--- src/rtl/systolic_cfg_pkg.sv ---
// Register indices, CTRL/STATUS bit positions and FSM encoding shared by the
// systolic array configuration front end and anything that talks to it.
package systolic_cfg_pkg;

  localparam int unsigned REG_CTRL     = 0;
  localparam int unsigned REG_STATUS   = 1;
  localparam int unsigned REG_M        = 2;
  localparam int unsigned REG_N        = 3;
  localparam int unsigned REG_P        = 4;
  localparam int unsigned REG_BASE_A   = 5;
  localparam int unsigned REG_BASE_B   = 6;
  localparam int unsigned REG_BASE_C   = 7;
  localparam int unsigned REG_OP_COUNT = 8;

  localparam int unsigned CTRL_START  = 0;
  localparam int unsigned CTRL_IRQ_EN = 1;

  localparam int unsigned STAT_BUSY = 0;
  localparam int unsigned STAT_DONE = 1;
  localparam int unsigned STAT_ERR  = 2;

  typedef enum logic [1:0] {
    ST_IDLE  = 2'd0,
    ST_START = 2'd1,
    ST_RUN   = 2'd2
  } cfg_state_t;

endpackage

--- src/rtl/systolic_config_regs.sv ---
// Config/control registers for systolic_array_top: locks dims while busy, stretches start, tracks done.
// Writes land on the sampling edge, reads return one cycle after cfg_re; no backpressure, the bus never stalls.
module systolic_config_regs
  import systolic_cfg_pkg::*;
#(
  parameter int START_HOLD = 4,
  parameter int ADDR_W     = 4
) (
  input  logic              clk,
  input  logic              reset_n,
  input  logic              cfg_we,
  input  logic              cfg_re,
  input  logic [ADDR_W-1:0] cfg_addr,
  input  logic [15:0]       cfg_wdata,
  output logic [15:0]       cfg_rdata,
  output logic              cfg_rvalid,
  output logic [15:0]       m,
  output logic [15:0]       n,
  output logic [15:0]       p,
  output logic [15:0]       base_addr_a,
  output logic [15:0]       base_addr_b,
  output logic [15:0]       base_addr_c,
  output logic              start_o,
  input  logic              operation_done,
  output logic              irq_o
);

  localparam int CW = $clog2(START_HOLD + 1);

  cfg_state_t  state;
  logic [CW-1:0] hold_cnt;
  logic        irq_en;
  logic        done_flag;
  logic        err_flag;
  logic [15:0] op_count;
  logic        done_q;

  logic        busy;
  logic        sel_ctrl;
  logic        sel_status;
  logic        dim_we;
  logic        start_req;
  logic        dims_ok;
  logic        go;
  logic        err_set;
  logic        done_rise;
  logic [15:0] rd_mux;

  always_comb begin
    busy       = (state != ST_IDLE);
    sel_ctrl   = cfg_we && (cfg_addr == ADDR_W'(REG_CTRL));
    sel_status = cfg_we && (cfg_addr == ADDR_W'(REG_STATUS));
    dim_we     = cfg_we && (cfg_addr >= ADDR_W'(REG_M)) && (cfg_addr <= ADDR_W'(REG_BASE_C));
    start_req  = sel_ctrl && cfg_wdata[CTRL_START];
    dims_ok    = (m != 16'd0) && (n != 16'd0) && (p != 16'd0);
    go         = start_req && !busy && dims_ok;
    err_set    = (start_req && (busy || !dims_ok)) || (dim_we && busy);
    // Compare against last cycle's level so a level left high from a previous op is not a new completion.
    done_rise  = (state == ST_RUN) && operation_done && !done_q;
  end

  always_ff @(posedge clk or negedge reset_n) begin
    if (!reset_n) begin
      state    <= ST_IDLE;
      hold_cnt <= '0;
    end else begin
      case (state)
        ST_IDLE: begin
          hold_cnt <= '0;
          if (go) state <= ST_START;
        end
        ST_START: begin
          if (hold_cnt == CW'(START_HOLD - 1)) begin
            state    <= ST_RUN;
            hold_cnt <= '0;
          end else begin
            hold_cnt <= hold_cnt + 1'b1;
          end
        end
        ST_RUN: begin
          if (done_rise) state <= ST_IDLE;
        end
        default: state <= ST_IDLE;
      endcase
    end
  end

  always_ff @(posedge clk or negedge reset_n) begin
    if (!reset_n) begin
      irq_en      <= 1'b0;
      done_flag   <= 1'b0;
      err_flag    <= 1'b0;
      op_count    <= 16'd0;
      done_q      <= 1'b0;
      m           <= 16'd0;
      n           <= 16'd0;
      p           <= 16'd0;
      base_addr_a <= 16'd0;
      base_addr_b <= 16'd0;
      base_addr_c <= 16'd0;
    end else begin
      done_q <= operation_done;
      if (sel_ctrl) irq_en <= cfg_wdata[CTRL_IRQ_EN];
      // Set events beat a same-cycle write-1-to-clear; each bit resolves independently.
      done_flag <= done_rise || (done_flag && !(sel_status && cfg_wdata[STAT_DONE]));
      err_flag  <= err_set   || (err_flag  && !(sel_status && cfg_wdata[STAT_ERR]));
      if (done_rise) op_count <= op_count + 16'd1;
      if (dim_we && !busy) begin
        case (cfg_addr)
          ADDR_W'(REG_M):      m           <= cfg_wdata;
          ADDR_W'(REG_N):      n           <= cfg_wdata;
          ADDR_W'(REG_P):      p           <= cfg_wdata;
          ADDR_W'(REG_BASE_A): base_addr_a <= cfg_wdata;
          ADDR_W'(REG_BASE_B): base_addr_b <= cfg_wdata;
          ADDR_W'(REG_BASE_C): base_addr_c <= cfg_wdata;
          default: ;
        endcase
      end
    end
  end

  always_comb begin
    rd_mux = 16'd0;
    case (cfg_addr)
      ADDR_W'(REG_CTRL):     rd_mux[CTRL_IRQ_EN] = irq_en;
      ADDR_W'(REG_STATUS): begin
        rd_mux[STAT_BUSY] = busy;
        rd_mux[STAT_DONE] = done_flag;
        rd_mux[STAT_ERR]  = err_flag;
      end
      ADDR_W'(REG_M):        rd_mux = m;
      ADDR_W'(REG_N):        rd_mux = n;
      ADDR_W'(REG_P):        rd_mux = p;
      ADDR_W'(REG_BASE_A):   rd_mux = base_addr_a;
      ADDR_W'(REG_BASE_B):   rd_mux = base_addr_b;
      ADDR_W'(REG_BASE_C):   rd_mux = base_addr_c;
      ADDR_W'(REG_OP_COUNT): rd_mux = op_count;
      default:               rd_mux = 16'd0;
    endcase
  end

  always_ff @(posedge clk or negedge reset_n) begin
    if (!reset_n) begin
      cfg_rdata  <= 16'd0;
      cfg_rvalid <= 1'b0;
    end else begin
      cfg_rvalid <= cfg_re;
      cfg_rdata  <= cfg_re ? rd_mux : 16'd0;
    end
  end

  assign start_o = (state == ST_START);
  assign irq_o   = irq_en && (done_flag || err_flag);

endmodule

--- config.mk ---
export PLATFORM = sky130hd
export DESIGN_NAME = systolic_config_regs
export DESIGN_NICKNAME = d
export VERILOG_FILES = /design/src/rtl/systolic_cfg_pkg.sv /design/src/rtl/systolic_config_regs.sv
export SDC_FILE = /design/constraint.sdc
export NUM_CORES = 1
export LEC_CHECK = 0
export BUFFER_PORTS_ARGS = -buffer_cell sky130_fd_sc_hd__buf_2
export CAP_MARGIN = 20
export CORE_UTILIZATION = 45
export DETAILED_ROUTE_END_ITERATION = 10
export PLACE_DENSITY = 0.68
export SLEW_MARGIN = 30
export SYNTH_ARGS = -nofsm -noshare
export SYNTH_HDL_FRONTEND = slang
export SYNTH_SLANG_ARGS = --single-unit
export TNS_END_PERCENT = 5
--- constraint.sdc ---
create_clock -name clk -period 2.5 [get_ports clk]
set_input_delay 0.5 -clock clk [delete_from_list [all_inputs] [get_ports clk]]
set_output_delay 0.5 -clock clk [all_outputs]
set_load 0.01 [all_outputs]
==> flow_summary_export.csv, run 1 <==
group,metric,value,unit
floorplan,die-area,14010,sq um
logic_synthesis,yosysSeqAreaShare,56.66,%
critical_path,critPathMaxStageDelay,0.48,ns
sta,fmax,476.9,MHz
clock_tree,clk_pin_slew,0.06,ns
detailed_routing,drc,2,
sta,whs,0.004961,ns
logic_synthesis,synth_area,6095,sq um
critical_path,crit_family,"simple AND/OR/NAND/NOR gates",
clock_tree,clock_path_buffers,2,
logic_synthesis,async_flop_share,100.0,%
cells_and_area,drive_gt1_share,47.15,%
cells_and_area,diodes,0,
logic_synthesis,synth_top_area_cell,"dfrtp_1",
clock_tree,cts_num_sinks,138,
clock_tree,insertion_delay,0.42,ns
detailed_routing,antenna_left,0,
critical_path,critPathLaunchType,"register",
global_routing,antenna_found_initial,0,
logic_synthesis,yosys_register_bits,138,
floorplan,placementRows,42,
critical_path,crit_start,"state[1]$_DFFE_PN0P_",
floorplan,die_h,118.4,um
sta,worstMarginPinSlew,0.6450,ns
sta,hold_viol_final,0,
clock_tree,ctsHoldBuffers,0,
run_status,violations,"DRC",
logic_synthesis,yosys_warnings,0,
detailed_routing,dr.pass1.iters,10,
logic_synthesis,synth_ff_type,"dfrtp_1",
placed_design,pre_cts_slack,0.1913,ns
detailed_routing,vias,4685,
min_path,hp-class,"input port to asynchronous set/reset pin",
critical_path,crit_chain,"nor2_2 -> nand3b_4 -> nor2_2 -> buf_4 -> mux2_2",
run,cap_violations,0,
sta,rsz0062_at_grt,"false",
clock_tree,cts_tree,"yes",
sta,fin_worst_skew,0.006605,ns
critical_path,r2r_start,"state[1]$_DFFE_PN0P_",
power_and_ir_drop,p_per_area,882.4,nW/um^2
placed_design,place_congestion,0.8615,
detailed_routing,drt-initial-drc-count,400,
logic_synthesis,synth.area.top_cells,"dfrtp_1, mux2_2, a22oi_1",
sta,max-slew-margin-rel,56.71,%
sta,tns,0,ns
floorplan,core,13240,sq um
logic_synthesis,synth_common_cells,"dfrtp_1, mux2_2, a22oi_1",
logic_synthesis,syn-instance-count,462,
power_and_ir_drop,peakVddDrop,0.5426,mV
logic_synthesis,ys_types,51,
sta,fin_ws,0.4032,ns
clock_tree,cts_resized,0,
global_routing,grt_use_total,26.03,%
detailed_routing,drt_wl_total,17.47,mm
power_and_ir_drop,p_leak,3.807,nW
clock_tree,postCtsSetupRepairBufs,0,
logic_synthesis,post-synth-top-count-cell,"dfrtp_1",
critical_path,cp_max_fo,9,
sta,period_needed,2.097,ns
sta,period_share,83.87,%
logic_synthesis,synth_nets,489,
sta,slew_violations,0,
critical_path,path_common_cell,"nor2_2",
critical_path,r2r_setup_slack,0.40,ns
floorplan,initial_core_util,46.02,%
critical_path,path_class,"register to register",
floorplan,die_width,118.4,um
cells_and_area,synthToLayoutAreaGrowth,27.22,%
clock_tree,cts_max_level,4,
critical_path,arrival,2.40,ns
critical_path,cpMaxStageDelayCell,"dfrtp_1",
detailed_routing,wl_per_cell,21.62,um
critical_path,required,2.80,ns
floorplan,io_pins,140,
detailed_routing,vias_per_cell,5.798,
placed_design,portBuffers,139,
run_status,status,"finished with violations",
clock_tree,cts-root-buf,"clkbuf_16",
global_routing,grt_first_pass_wirelength,27.45,mm
critical_path,crit_buf_inv,1,
sta,finalSetupViolations,0,
cells_and_area,nets,646,
logic_synthesis,synth_edf_count,0,
critical_path,critPathCaptureType,"register",
clock_tree,numCtsBuffers,17,
logic_synthesis,synth_area_per_cell,13.19,sq um
global_routing,gr-total-overflow,0,
global_routing,grt_pass1_vias,4854,
placed_design,dp_hpwl,12.34,mm
global_routing,grt_max_degree,52,
logic_synthesis,yosysTopAreaCellShare,56.66,%
-- cell families after synthesis --
family / count (synthesis) / synth area share (%)
AOI/OAI and AO/OA: 77 / 9.464
and+or+nand+nor: 96 / 9.895
adders and majority gates: 2 / 0.4105
muxes: 103 / 18.99
xor gates and xnor gates: 15 / 2.156
buffers and inverters: 31 / 2.422
DFF: 138 / 56.66
-- per-stage QoR --
step | total power [mW] | instances | cell area, sq um | util [%]
CTS | 6.874 | 808 | 7754 | 58.55
global placement | 4.211 | 776 | 7129 | 53.84
detailed placement | 4.255 | 776 | 7129 | 53.84
finish | 6.842 | 808 | 7754 | 58.55
global route | 7.129 | 808 | 7754 | 58.55
floorplan | 3.557 | 462 | 6095 | -
-- layer usage --
metal / GRT usage [%] / vias up / wire length [um]
met5: 0 / - / 0
met4: 11.16 / 0 / 298
met3: 5.261 / 28 / 1004
met2: 41.43 / 185 / 8568
met1: 34.69 / 2404 / 7599
li1: - / 2068 / -
-- report_power, final --
| part | internal, mW | total (mW) | switching [mW] |
|---|---|---|---|
| combinational | 0.599 | 1.26 | 0.658 |
| sequential | 2.59 | 2.97 | 0.376 |
| clock | 1.68 | 2.62 | 0.940 |
| total | 4.87 | 6.84 | 1.97 |
-- worst register-to-register path, cell delays in order (launching register included) --
cell      delay [ns]
dfrtp_1         0.48
nor2_2          0.28
nand3b_4        0.20
nor2_2          0.41
buf_4           0.26
mux2_2          0.35
-- flip-flops by register name, summed over array words and instances, names as in the netlist --
name and flops:
base_addr_a 16, base_addr_b 16, base_addr_c 16, cfg_rdata 16, m 16, n 16, op_count 16, p 16
hold_cnt 3, state 2, cfg_rvalid 1, done_flag 1, done_q 1, err_flag 1, irq_en 1
-- cell type report --
cell class	count	area, sq um
Clock buffer	23	488.0
Fill cell	1109	5489
Inverter	6	22.52
Tap cell	176	220.2
Timing Repair Buffer	163	919.6
Sequential cell	138	3453
Multi-Input combinational cell	293	2514
Clock inverter	9	136.4
-- final timing paths --
kind | cells after the start | endpoint
min | 1 | cfg_rdata[7]$_DFF_PN0_
min in group clk | 1 | done_q$_DFF_PN0_
max in group asynchronous | 2 | op_count[1]$_DFFE_PN0P_
min reg2reg | 2 | hold_cnt[1]$_DFFE_PN0P_
max reg2reg | 5 | base_addr_a[4]$_DFFE_PN0P_
max | 5 | base_addr_a[4]$_DFFE_PN0P_
-- placed cells by master, fill, tap and decap left out, drive strengths merged, types with 4 or more instances in the layout --
cell    count
a31oi      13
mux2      101
dfrtp     138
nor4       13
clkbuf     23
and3        6
xnor2       9
xor2        6
buf       163
a222oi     14
o21ai      10
nand3b      4
and2        4
nand3       6
nand2      16
nand4      10
nor3        6
nor2b       4
inv         7
a22oi      27
nor2       12
Power figures use the tool's default switching activity.
==> run 2, diff against run 1 <==
ABC_AREA = 1   (was not set)
clock period = 2.1 ns   (was 2.5 ns; I/O delays follow)
==> run 2 against run 1 <==
The flow now finishes without violations. Die area rose by 8.1%. Global-route usage rose by 1.3 points. Hold slack improved by 0.12 ns. Via count rose by 25%. Power rose by 23%. Setup slack got worse by 0.062 ns. Sequential share of layout area fell by 1.8 points. Synthesized cell count rose by 79%. Register-to-register slack barely moved. Critical path depth fell by 3. Clock skew rose by 0.00064 ns. Non-clock buffer count fell by 7.
==> flow_summary_export.csv, run 2 <==
group,metric,value,unit
logic_synthesis,syn-instance-count,829,
critical_path,r2r_start,"state[1]$_DFFE_PN0P_",
floorplan,die_width,123.1,um
sta,rsz0062_at_grt,"false",
sta,whs,0.1287,ns
cells_and_area,final_core_utilization,57.33,%
run_status,status,"finished clean",
detailed_routing,drt_wl_total,19.28,mm
min_path,hp-class,"input port to register",
clock_tree,cts-root-buf,"clkbuf_16",
logic_synthesis,synth_ff_type,"dfrtp_1",
clock_tree,postCtsSetupRepairBufs,0,
power_and_ir_drop,p_per_area,1044,nW/um^2
floorplan,core,14100,sq um
critical_path,critPathCaptureType,"primary output",
logic_synthesis,synth_edf_count,0,
min_path,whs_path_depth,1,
cells_and_area,synthToLayoutAreaGrowth,22.56,%
critical_path,cp_max_fo,5,
logic_synthesis,synth_top_area_cell,"dfrtp_1",
floorplan,die-area,15140,sq um
sta,period_needed,1.759,ns
logic_synthesis,synth_area_per_cell,7.954,sq um
clock_tree,cts_tree,"yes",
clock_tree,cts_resized,0,
floorplan,die_h,123.1,um
critical_path,arrival,1.34,ns
detailed_routing,wl_per_cell,16.48,um
logic_synthesis,yosysSeqAreaShare,52.37,%
logic_synthesis,yosys_warnings,0,
critical_path,worstRegToRegCells,7,
cells_and_area,final_common_cell,"nand2_1",
sta,slew_violations,0,
clock_tree,insertion_delay,0.43,ns
global_routing,grt_max_degree,48,
global_routing,gr-total-overflow,0,
power_and_ir_drop,peakVddDrop,0.5767,mV
placed_design,dp_hpwl,14.36,mm
min_path,hold_start,"operation_done",
critical_path,critPathLaunchType,"register",
cells_and_area,drive_gt1_share,21.72,%
min_path,worstHoldEndpoint,"done_q$_DFF_PN0_",
placed_design,portBuffers,139,
detailed_routing,vias_per_cell,5.007,
clock_tree,cts_max_level,4,
sta,max-slew-margin-rel,66.58,%
critical_path,path_class,"register to primary output",
sta,fmax,568.5,MHz
detailed_routing,antenna_left,0,
cells_and_area,diodes,0,
critical_path,r2r_setup_slack,0.39,ns
global_routing,antenna_found_initial,0,
logic_synthesis,synth.area.top_cells,"dfrtp_1, nand2_1, nor2_1",
placed_design,place_congestion,0.9152,
sta,period_share,83.76,%
sta,finalSetupViolations,0,
detailed_routing,drt-initial-drc-count,498,
global_routing,grt_use_total,27.37,%
logic_synthesis,synth_nets,856,
cells_and_area,nets,1004,
logic_synthesis,yosys_register_bits,138,
global_routing,grt_pass1_vias,5511,
detailed_routing,drc,0,
logic_synthesis,yosysTopAreaCellShare,52.37,%
sta,worstMarginPinSlew,0.5007,ns
logic_synthesis,post-synth-top-count-cell,"nand2_1",
floorplan,placementRows,43,
run,cap_violations,0,
clock_tree,cts_num_sinks,138,
sta,hold_viol_final,0,
sta,tns,0,ns
clock_tree,clock_path_buffers,2,
power_and_ir_drop,p_leak,4.249,nW
detailed_routing,vias,5858,
critical_path,required,1.68,ns
cells_and_area,final_cell_mix,"nand2_1, dfrtp_1, buf_2, nor2_1, o21ai_1",
clock_tree,numCtsBuffers,17,
critical_path,reg2reg_to,"base_addr_b[3]$_DFFE_PN0P_",
logic_synthesis,synth_area,6594,sq um
sta,fin_worst_skew,0.007245,ns
clock_tree,clk_pin_slew,0.06,ns
logic_synthesis,ys_types,32,
global_routing,grt_first_pass_wirelength,30.56,mm
logic_synthesis,synth_common_cells,"nand2_1, dfrtp_1, nor2_1",
logic_synthesis,async_flop_share,100.0,%
floorplan,io_pins,140,
detailed_routing,dr.pass1.iters,5,
floorplan,initial_core_util,46.78,%
-- run 2: cell types whose count changed in the layout (fill, tap and decap cells not counted), sizes merged, moves of 9 or more --
| cell | delta |
|---|---|
| mux2 | -101 |
| xnor2 | -9 |
| o21ai | +112 |
| nand2 | +246 |
| nor2 | +106 |
| nand3 | +19 |
| a22oi | -26 |
| nor4 | -13 |
| a31oi | -13 |
| a21oi | +14 |
| a222oi | -14 |
| inv | +82 |
-- run 2: cell families (layout without fill, tap and decap cells) --
| family | Yosys count | count (layout) | synth area share (%) |
|---|---|---|---|
| AO/OA/AOI/OAI | 142 | 142 | 11.44 |
| XOR/XNOR | 11 | 11 | 1.461 |
| adder cells (fa/ha/maj) | 2 | 2 | 0.3794 |
| buffers and inverters | 115 | 276 | 8.197 |
| flip-flops | 138 | 138 | 52.37 |
| AND/OR/NAND/NOR | 421 | 421 | 26.15 |
-- run 2: critical path: stages (launching register included) --
cell	delay, ns
dfrtp_1	0.44
nor2_1	0.28
buf_2	0.20
-- run 2: what timing repair did --
action / CTS / global route
hold endpoints to repair: 36 / 0
hold buffers: 1 / 0
endpoints found under the setup margin: 0 / 0
-- run 2: stage by stage --
step | area (sq um) | setup slack [ns] | power [mW] | std cells
floorplan | 6594 | 0.6865 | 4.604 | 829
global placement | 7493 | 0.1887 | 5.496 | 1137
detailed placement | 7493 | 0.1803 | 5.530 | 1137
CTS | 8082 | 0.3223 | 8.471 | 1170
global route | 8082 | 0.2601 | 8.916 | 1170
finish | 8082 | 0.3410 | 8.435 | 1170
-- run 2: per-layer routing --
metal	part of all wire, %	global-route usage, %	vias up
met5	0	0	-
met1	47	40.73	2724
met3	5.9	5.443	29
met4	1.7	9.036	0
li1	-	-	2912
met2	45	39.85	193
-- run 2: how the worst max path moves through the flow --
stage                               from                          end  slack (ns)  depth (start not counted)
CTS                 state[1]$_DFFE_PN0P_                      start_o        0.32                          2
floorplan                    cfg_addr[3]  base_addr_b[10]$_DFFE_PN0P_        0.69                          7
global placement             cfg_addr[3]      cfg_rdata[13]$_DFF_PN0_        0.19                          7
finish              state[1]$_DFFE_PN0P_                      start_o        0.34                          2
detailed placement           cfg_addr[3]      cfg_rdata[13]$_DFF_PN0_        0.18                          7
global route        state[1]$_DFFE_PN0P_             m[2]$_DFFE_PN0P_        0.26                          6
-- run 2: cell type report --
cell class	count	area, sq um
multi-input combinational	576	2600
sequential	138	3453
tap	180	225.2
inverter	88	330.3
fill	1351	6015
clock buffer	18	429.2
clock inverter	14	148.9
timing repair buffer	156	894.6
-- run 2: power breakdown --
part,internal (mW),switching [mW],total [mW]
Sequential,3.16,0.542,3.70
Combinational,0.712,1.09,1.80
Clock,1.75,1.18,2.93
Total,5.62,2.81,8.43
==> run 3, diff against run 2 <==
PLACE_DENSITY = 0.7   (was 0.68)
clock period = 1.5 ns   (was 2.1 ns; I/O delays follow)
==> run 3 against run 2 <==
Critical path depth did not move. Power rose by 50%. Clock power rose by 63%. Final area rose by 5.9%. Setup slack got worse by 0.32 ns. Global-route usage rose by 0.44 points. Cell count rose by 3.0%. Hold slack got worse by 0.11 ns. Sequential cell count did not move. Critical path type unchanged. Largest cell class unchanged. Highest routed layer unchanged.
==> flow_summary_export.csv, run 3 (synthesized netlist as in run 2, its figures left out) <==
group,metric,value,unit
detailed_routing,wl_met2,9.064,mm
critical_path,arrival,1.18,ns
critical_path,required,1.20,ns
sta,slew_violations,0,
global_routing,grt_max_degree,49,
sta,worstMarginPinSlew,0.3644,ns
detailed_routing,drt-initial-drc-count,496,
sta,fmax,677.8,MHz
run_status,status,"finished clean",
critical_path,path_class,"register to primary output",
clock_tree,cts_tree,"yes",
critical_path,critPathCaptureType,"primary output",
global_routing,grt_first_pass_wirelength,31.26,mm
power_and_ir_drop,p_per_area,1476,nW/um^2
floorplan,io_pins,140,
floorplan,placementRows,43,
placed_design,portBuffers,139,
detailed_routing,drt_wl_total,19.48,mm
sta,finalSetupViolations,0,
cells_and_area,final_common_cell,"nand2_1",
sta,period_needed,1.475,ns
power_and_ir_drop,p_leak,4.505,nW
detailed_routing,wirelength_met1,8.911,mm
placed_design,place_congestion,0.8987,
sta,whs,0.01408,ns
floorplan,die_h,123.1,um
detailed_routing,wl_per_cell,16.17,um
sta,fin_ws,0.02454,ns
clock_tree,insertion_delay,0.42,ns
floorplan,core,14100,sq um
clock_tree,numCtsBuffers,17,
placed_design,dpl.cell_count,1170,
floorplan,die_width,123.1,um
critical_path,critPathMaxStageDelay,0.40,ns
critical_path,crit_family,"flip-flops",
critical_path,cpMaxStageDelayCell,"dfrtp_1",
critical_path,crit_chain,"o21a_1 -> buf_2",
placed_design,pre_cts_slack,-0.08650,ns
cells_and_area,nets,1039,
cells_and_area,instances_no_fill,1205,
global_routing,antenna_found_initial,0,
placed_design,dpl_cell_area,7829,sq um
sta,rsz0062_at_grt,"true",
power_and_ir_drop,peakVddDrop,0.9074,mV
cells_and_area,final_cell_mix,"nand2_1, buf_2, dfrtp_1, nor2_1, o21ai_1",
detailed_routing,dr_wl_met3,1.194,mm
floorplan,die-area,15140,sq um
detailed_routing,drc,0,
cells_and_area,final_area,8561,sq um
global_routing,gr-total-overflow,0,
critical_path,crit_buf_inv,1,
run,cap_violations,0,
clock_tree,cts_num_sinks,138,
power_and_ir_drop,power,12.64,mW
cells_and_area,diodes,0,
min_path,hp-class,"input port to register",
global_routing,grt_pass1_vias,5869,
sta,period_share,98.36,%
cells_and_area,final_core_utilization,60.73,%
sta,max-slew-margin-rel,75.68,%
detailed_routing,top_layer_used,"met4",
sta,fin_worst_skew,0.005517,ns
detailed_routing,antenna_left,0,
cells_and_area,synthToLayoutAreaGrowth,29.83,%
detailed_routing,vias_per_cell,5.048,
cells_and_area,drive_gt1_share,25.27,%
sta,hold_viol_final,0,
clock_tree,clk_pin_slew,0.06,ns
clock_tree,cts-root-buf,"clkbuf_16",
detailed_routing,vias,6083,
floorplan,initial_core_util,46.78,%
clock_tree,clock_path_buffers,2,
clock_tree,cts_max_level,4,
detailed_routing,dr.pass1.iters,5,
critical_path,cp_max_fo,3,
placed_design,dp_hpwl,14.59,mm
global_routing,grt_use_total,27.81,%
sta,tns,0,ns
critical_path,critPathLaunchType,"register",
run 3: final timing paths:
| path | end | slack [ns] | from | cells after the start |
|---|---|---|---|---|
| worst max-delay path | irq_o | 0.02 | done_flag$_DFF_PN0_ | 2 |
| worst min-delay path | cfg_rvalid$_DFF_PN0_ | 0.01 | cfg_re | 1 |
| worst max register to register | base_addr_a[8]$_DFFE_PN0P_ | 0.12 | state[1]$_DFFE_PN0P_ | 7 |
| worst min register to register | state[1]$_DFFE_PN0P_ | 0.49 | state[0]$_DFFE_PN0P_ | 1 |
| max in group asynchronous | n[9]$_DFFE_PN0P_ | 0.71 | reset_n | 3 |
| min in group asynchronous | state[1]$_DFFE_PN0P_ | 0.28 | reset_n | 2 |
run 3: layout make-up:
class	instances	area, sq um
Fill cell	1303	5535
Sequential cell	138	3457
Multi-Input combinational cell	576	2618
Timing Repair Buffer	191	1251
Clock buffer	20	466.7
Inverter	88	335.3
Tap cell	180	225.2
Clock inverter	12	207.7
run 3: timing repair:
action,CTS,global route
cloned,0,0
resized for setup,3,10
endpoints found under the setup margin,2,102
setup buffers,0,2
hold buffers,1,0
pin swaps,1,1
hold endpoints to repair,90,0
run 3: worst reg2reg max path, stage by stage (launching register included):
cell	delay, ns
dfrtp_2	0.46
inv_2	0.09
nand2_1	0.11
clkinv_4	0.14
nand3_2	0.13
buf_12	0.19
nand2_1	0.07
o21ai_1	0.07
run 3: report_power, final:
part | internal [mW] | leakage, nW | switching, mW
sequential | 4.42 | 1.79 | 0.747
combinational | 1.10 | 2.39 | 1.60
clock | 3.11 | 0.332 | 1.66
total | 8.63 | 4.50 | 4.00
run 3: routing by layer:
metal	up-vias	GRT usage, %
li1	2976	-
met1	2875	40.27
met2	208	42.70
met3	24	5.120
met4	0	7.907
met5	-	0
